**config.mk**
```make
export PLATFORM = sky130hd
export DESIGN_NAME = trap_ctrl
export DESIGN_NICKNAME = d
export VERILOG_FILES = /design/src/rtl/trap_ctrl_pkg.sv /design/src/rtl/trap_ctrl.sv
export SDC_FILE = /design/constraint.sdc
export NUM_CORES = 1
export LEC_CHECK = 0
export BUFFER_PORTS_ARGS = -buffer_cell sky130_fd_sc_hd__buf_2
export CAP_MARGIN = 20
export CORE_ASPECT_RATIO = 1.4
export CORE_UTILIZATION = 44
export CTS_CLUSTER_DIAMETER = 30
export DETAILED_ROUTE_END_ITERATION = 10
export GPL_ROUTABILITY_DRIVEN = 0
export HOLD_SLACK_MARGIN = 0.06
export PLACE_DENSITY_LB_ADDON = 0.08
export SLEW_MARGIN = 30
export SYNTH_ARGS = -nofsm -noshare
export SYNTH_HDL_FRONTEND = slang
export SYNTH_SLANG_ARGS = --single-unit
export TNS_END_PERCENT = 100
```
**constraint.sdc**
```tcl
create_clock -name i_clk -period 2.05 [get_ports i_clk]
set_input_delay 0.1025 -clock i_clk [delete_from_list [all_inputs] [get_ports i_clk]]
set_output_delay 0.1025 -clock i_clk [all_outputs]
set_load 0.005 [all_outputs]
```
**src/rtl/trap_ctrl_pkg.sv**
```systemverilog
`default_nettype none
// ============================================================================
// Module   : trap_ctrl_pkg
// Brief    : State encoding and parameter defaults for the trap/return
//            sequencing controller.
// Revision : 1.0
// ============================================================================
package trap_ctrl_pkg;

    typedef enum logic [1:0] {
        ST_IDLE     = 2'd0,
        ST_DRAIN    = 2'd1,
        ST_REDIRECT = 2'd2,
        ST_FLUSH    = 2'd3
    } trap_state_t;

    localparam int unsigned C_XLEN_DEF         = 32;
    localparam int unsigned C_FLUSH_CYCLES_DEF = 2;
    localparam int unsigned C_DRAIN_MAX_DEF    = 16;

endpackage
`default_nettype wire

```
**src/rtl/trap_ctrl.sv**
```systemverilog
`default_nettype none
// ============================================================================
// Module   : trap_ctrl
// Brief    : Turns each trap entry / MRET into one PC redirect: drains data
//            memory, redirects, then holds a fixed-length IF/ID flush.
// Revision : 1.0
// ============================================================================
module trap_ctrl
    import trap_ctrl_pkg::*;
#(
    parameter int unsigned XLEN         = C_XLEN_DEF,
    parameter int unsigned FLUSH_CYCLES = C_FLUSH_CYCLES_DEF,
    parameter int unsigned DRAIN_MAX    = C_DRAIN_MAX_DEF
) (
    input  logic            i_clk,
    input  logic            i_rst,
    input  logic            i_ex,
    input  logic            i_eret,
    input  logic [XLEN-1:0] i_tvec,
    input  logic [XLEN-1:0] i_epc,
    input  logic            i_mem_busy,
    output logic            o_stall,
    output logic            o_pc_sel,
    output logic [XLEN-1:0] o_pc_target,
    output logic            o_flush,
    output logic            o_busy,
    output logic            o_drain_err,
    output logic [31:0]     o_trap_cnt
);

    localparam logic [7:0]      C_DRAIN_LAST = 8'(DRAIN_MAX - 1);
    localparam logic [2:0]      C_FLUSH_LOAD = 3'(FLUSH_CYCLES - 1);
    localparam logic [XLEN-1:0] C_ALIGN_MASK = ~XLEN'(3);

    trap_state_t     r_state;
    trap_state_t     w_state_nxt;
    logic [XLEN-1:0] r_tgt;
    logic [7:0]      r_drain_cnt;
    logic [2:0]      r_flush_cnt;
    logic [31:0]     r_trap_cnt;
    logic [XLEN-1:0] w_tgt_sel;
    logic            w_event;

    // Events are only honoured in IDLE; anything arriving later comes from
    // instructions that are about to be flushed.
    assign w_event   = (r_state == ST_IDLE) && (i_ex || i_eret);
    assign w_tgt_sel = i_ex ? i_tvec : i_epc;

    always_comb begin
        w_state_nxt = r_state;
        o_stall     = 1'b0;
        o_pc_sel    = 1'b0;
        o_flush     = 1'b0;
        o_drain_err = 1'b0;
        case (r_state)
            ST_IDLE: begin
                if (w_event) begin
                    o_stall     = 1'b1;
                    w_state_nxt = i_mem_busy ? ST_DRAIN : ST_REDIRECT;
                end
            end
            ST_DRAIN: begin
                o_stall = 1'b1;
                if (!i_mem_busy) begin
                    w_state_nxt = ST_REDIRECT;
                end else if (r_drain_cnt == C_DRAIN_LAST) begin
                    w_state_nxt = ST_REDIRECT;
                    o_drain_err = 1'b1;
                end
            end
            ST_REDIRECT: begin
                o_pc_sel    = 1'b1;
                o_flush     = 1'b1;
                w_state_nxt = ST_FLUSH;
            end
            ST_FLUSH: begin
                o_flush = 1'b1;
                if (r_flush_cnt == 3'd0) begin
                    w_state_nxt = ST_IDLE;
                end
            end
            default: w_state_nxt = ST_IDLE;
        endcase
    end

    // The drain counter starts at 1 so the event cycle itself counts toward
    // the timeout, putting the forced redirect at T+DRAIN_MAX.
    always_ff @(posedge i_clk) begin
        if (!i_rst) begin
            r_state     <= ST_IDLE;
            r_tgt       <= '0;
            r_drain_cnt <= '0;
            r_flush_cnt <= '0;
            r_trap_cnt  <= '0;
        end else begin
            r_state <= w_state_nxt;
            if (w_event) begin
                r_tgt       <= w_tgt_sel & C_ALIGN_MASK;
                r_drain_cnt <= 8'd1;
            end else if (r_state == ST_DRAIN) begin
                r_drain_cnt <= r_drain_cnt + 8'd1;
            end
            if (r_state == ST_REDIRECT) begin
                r_flush_cnt <= C_FLUSH_LOAD;
            end else if ((r_state == ST_FLUSH) && (r_flush_cnt != 3'd0)) begin
                r_flush_cnt <= r_flush_cnt - 3'd1;
            end
            if (w_event && i_ex) begin
                r_trap_cnt <= r_trap_cnt + 32'd1;
            end
        end
    end

    assign o_pc_target = r_tgt;
    assign o_busy      = (r_state != ST_IDLE);
    assign o_trap_cnt  = r_trap_cnt;

endmodule
`default_nettype wire
```
==> metrics.yaml <==
clkTransAtPathRegs_ns: 0.08
tns_ns: 0
ir_worst_vdd_uv: 589
cts_buffer_depth: 2
htreeDepth: 3
grt_max_degree: 39
hp-class: "in2reg"
muxShareOfSynthArea_pct: 9.70
hold_start: "i_epc[9]"
synth_seq_cells: 75
die_h_um: 108
antenna_found_initial: 0
holdBufCountCts: 0
r2r_start: "o_trap_cnt[17]$_SDFFE_PN0P_"
r2r_slack_ns: 0.05
root_buffer: "clkbuf_8"
grt_usage_pct: 19.2
yosys_warnings: 0
grt_pass1_wl_um: 12700
seq_area_frac_synth_pct: 42.8
synth_edf_count: 0
rows: 38
slowest_stage: "or4_1"
criticalPathCategory: "reg2reg"
cp_num_buf_inv: 1
dieArea_um2: 8340
worstPathRequired_ns: 2.26
ys_dominant_reg_cell: "dfxtp_1"
first_pass_iters: 4
clock_skew_ns: 0.00776
drt-total-wl_um: 8030
worstSkewPairLatency_ns: 0.35
crit_path_cell_trace: "nand4_2 > or4_1 > buf_4 > o311ai_0 > o41ai_1"
cp_top_family: "simple AND/OR/NAND/NOR gates"
setup_viol: 0
cap_violations: 0
cts_buffers: 9
critPathArrivalTime_ns: 2.21
cts_tree: "yes"
placed_area_um2: 4380
cts_sinks: 75
status: "finished clean"
drt_iter0_drc: 97
cellPowerDensity_nw_per_um2: 953
end_kind: "flip-flop"
synthAdderAreaFrac_pct: 2.85
crit_path_start: "o_trap_cnt[17]$_SDFFE_PN0P_"
layout_min_cycle_time_ns: 2.00
synthXorXnorAreaFrac_pct: 4.24
syn_inst: 393
start_util_pct: 45.3
max_freq_ghz: 0.500
nets: 611
hpwl_um: 5850
drive_above_1_share_pct: 34.1
netlist_area_um2: 3510
post_drt_wl_per_cell_um: 12.6
via_count: 3287
synth_top_family_by_area: "simple AND/OR/NAND/NOR gates"
slew_headroom_pct: 65.9
synth_cell_type_count: 38
cp_max_fo: 7
n_antenna_cell: 0
grt_pass1_vias: 2908
maxSlewViolCount: 0
finalNonFillerCells: 639
fillCellCount: 707
rsz0062_at_grt: "false"
dieWidth_um: 77.5
yosys.area_share.simple_pct: 20.3
p_leak_nw: 2.09
core_um2: 7750
start_kind: "flip-flop"
placedCellCount: 622
area_growth_pct: 31.5
drc: 0
final_cell_area_um2: 4610
tightest_slew_ns: 0.511
synth_compound_area_share_pct: 15.4
ant_nets: 0
ios: 138
portBuffers: 131
synth-async-reset-ratio_pct: 0
syn_area_per_cell_um2: 8.93
min_period_over_period_pct: 97.5
via_per_inst: 5.14
grt-ovfl-total: 0
finalHoldViolations: 0
critPathMaxStageDelay_ns: 0.68
==> cell usage in the layout (no fill, tap or decap), types with 3 or more instances in the layout <==
master / synthesis / layout
nand2_1: 18 / 18
ha_1: 8 / 8
clkinv_2: 0 / 3
or4_1: 10 / 10
mux2i_1: 34 / 34
o31ai_1: 11 / 11
clkbuf_8: 0 / 11
buf_4: 2 / 26
inv_1: 8 / 8
nand3_1: 11 / 11
a211oi_1: 32 / 32
nand2b_1: 5 / 5
and4_1: 5 / 3
dfxtp_1: 75 / 75
or2_2: 3 / 3
or3_1: 7 / 7
o21ai_0: 7 / 7
buf_2: 5 / 131
xor2_1: 15 / 15
nor2_1: 56 / 55
and2_1: 3 / 3
a21oi_1: 23 / 23
nand4_1: 13 / 13
==> routing by layer <==
layer  share of wire [%]  global-route usage [%]  wire (um)
met4                 2.2                    9.84        176
met2                  49                    33.8       3950
met1                  44                    21.6       3500
met5                   0                       0          0
met3                 5.0                    4.07        401
==> final timing paths <==
check / endpoint / depth (start not counted)
setup / recovery: o_trap_cnt[28]$_SDFFE_PN0P_ / 5
hold / removal: o_pc_target[9]$_SDFFE_PN0P_ / 3
setup reg to reg: o_trap_cnt[28]$_SDFFE_PN0P_ / 5
hold reg to reg: o_trap_cnt[31]$_SDFFE_PN0P_ / 2
==> power by group <==
group          switching, mW  internal, mW  leakage [nW]
Clock                  0.538         0.746         0.119
Sequential             0.121          1.70         0.613
Combinational          0.694         0.599          1.36
Total                   1.35          3.04          2.09
==> timing repair <==
item,4_1_cts,5_1_grt
resized for setup,0,2
endpoints found under the setup margin,0,3
buffers inserted,0,1
==> tightest hold or removal path, cell delays in order <==
cell and delay, ns:
buf_2 0.10, mux2i_1 0.11, a211oi_1 0.08
==> per-stage QoR <==
step | setup WS (ns) | hold WS, ns | total power [mW] | utilization, %
6_report | 0.0514 | 0.0840 | 4.40 | 59.5
4_1_cts | 0.0579 | 0.0742 | 4.46 | 59.4
3_3_place_gp | 0.126 | 0.438 | 3.14 | 56.5
2_1_floorplan | 0.0382 | 0.252 | 2.61 | -
5_1_grt | 0.00569 | 0.0858 | 4.68 | 59.5
3_5_place_dp | 0.0807 | 0.450 | 3.16 | 56.5
==> cell usage after synthesis, types with 3 or more instances <==
library cell	number	area, um^2
inv_1	8	30.0
nand2_1	18	67.6
nand3_1	11	55.1
or3_1	7	43.8
nand4_1	13	81.3
nor2_1	56	210
or2_2	3	18.8
and4_1	5	43.8
dfxtp_1	75	1500
and2_1	3	18.8
o21ai_0	7	35.0
mux2i_1	34	340
a211oi_1	32	240
o31ai_1	11	82.6
buf_2	5	25.0
a21oi_1	23	115
or4_1	10	75.1
xor2_1	15	131
nand2b_1	5	31.3
clkbuf_1	18	67.6
ha_1	8	100
buf_1	3	11.3
==> logic make-up after synthesis <==
group	count (synthesis)
adder cells (fa/ha/maj)	8
other	1
AND/OR/NAND/NOR	139
AO/OA/AOI/OAI	81
XOR/XNOR	17
multiplexers	34
flip-flops	75
buffers and inverters	38
==> flip-flops by register name (all words and copies together) (netlist names) <==
signal / cells
o_trap_cnt: 32
r_flush_cnt: 3
o_pc_target: 30
r_drain_cnt: 8
r_state: 2
==> area by class of cell <==
cell class / count / area (um^2) / area share [%]
well taps: 100 / 125 / 2.71
clock buffers: 11 / 151 / 3.28
multi-input cells: 281 / 1860 / 40.2
clock inverters: 5 / 75.1 / 1.63
inverters: 9 / 33.8 / 0.732
repair buffers: 158 / 871 / 18.9
flip-flops and latches: 75 / 1500 / 32.5
No activity file was read; power rests on OpenSTA's default activity.
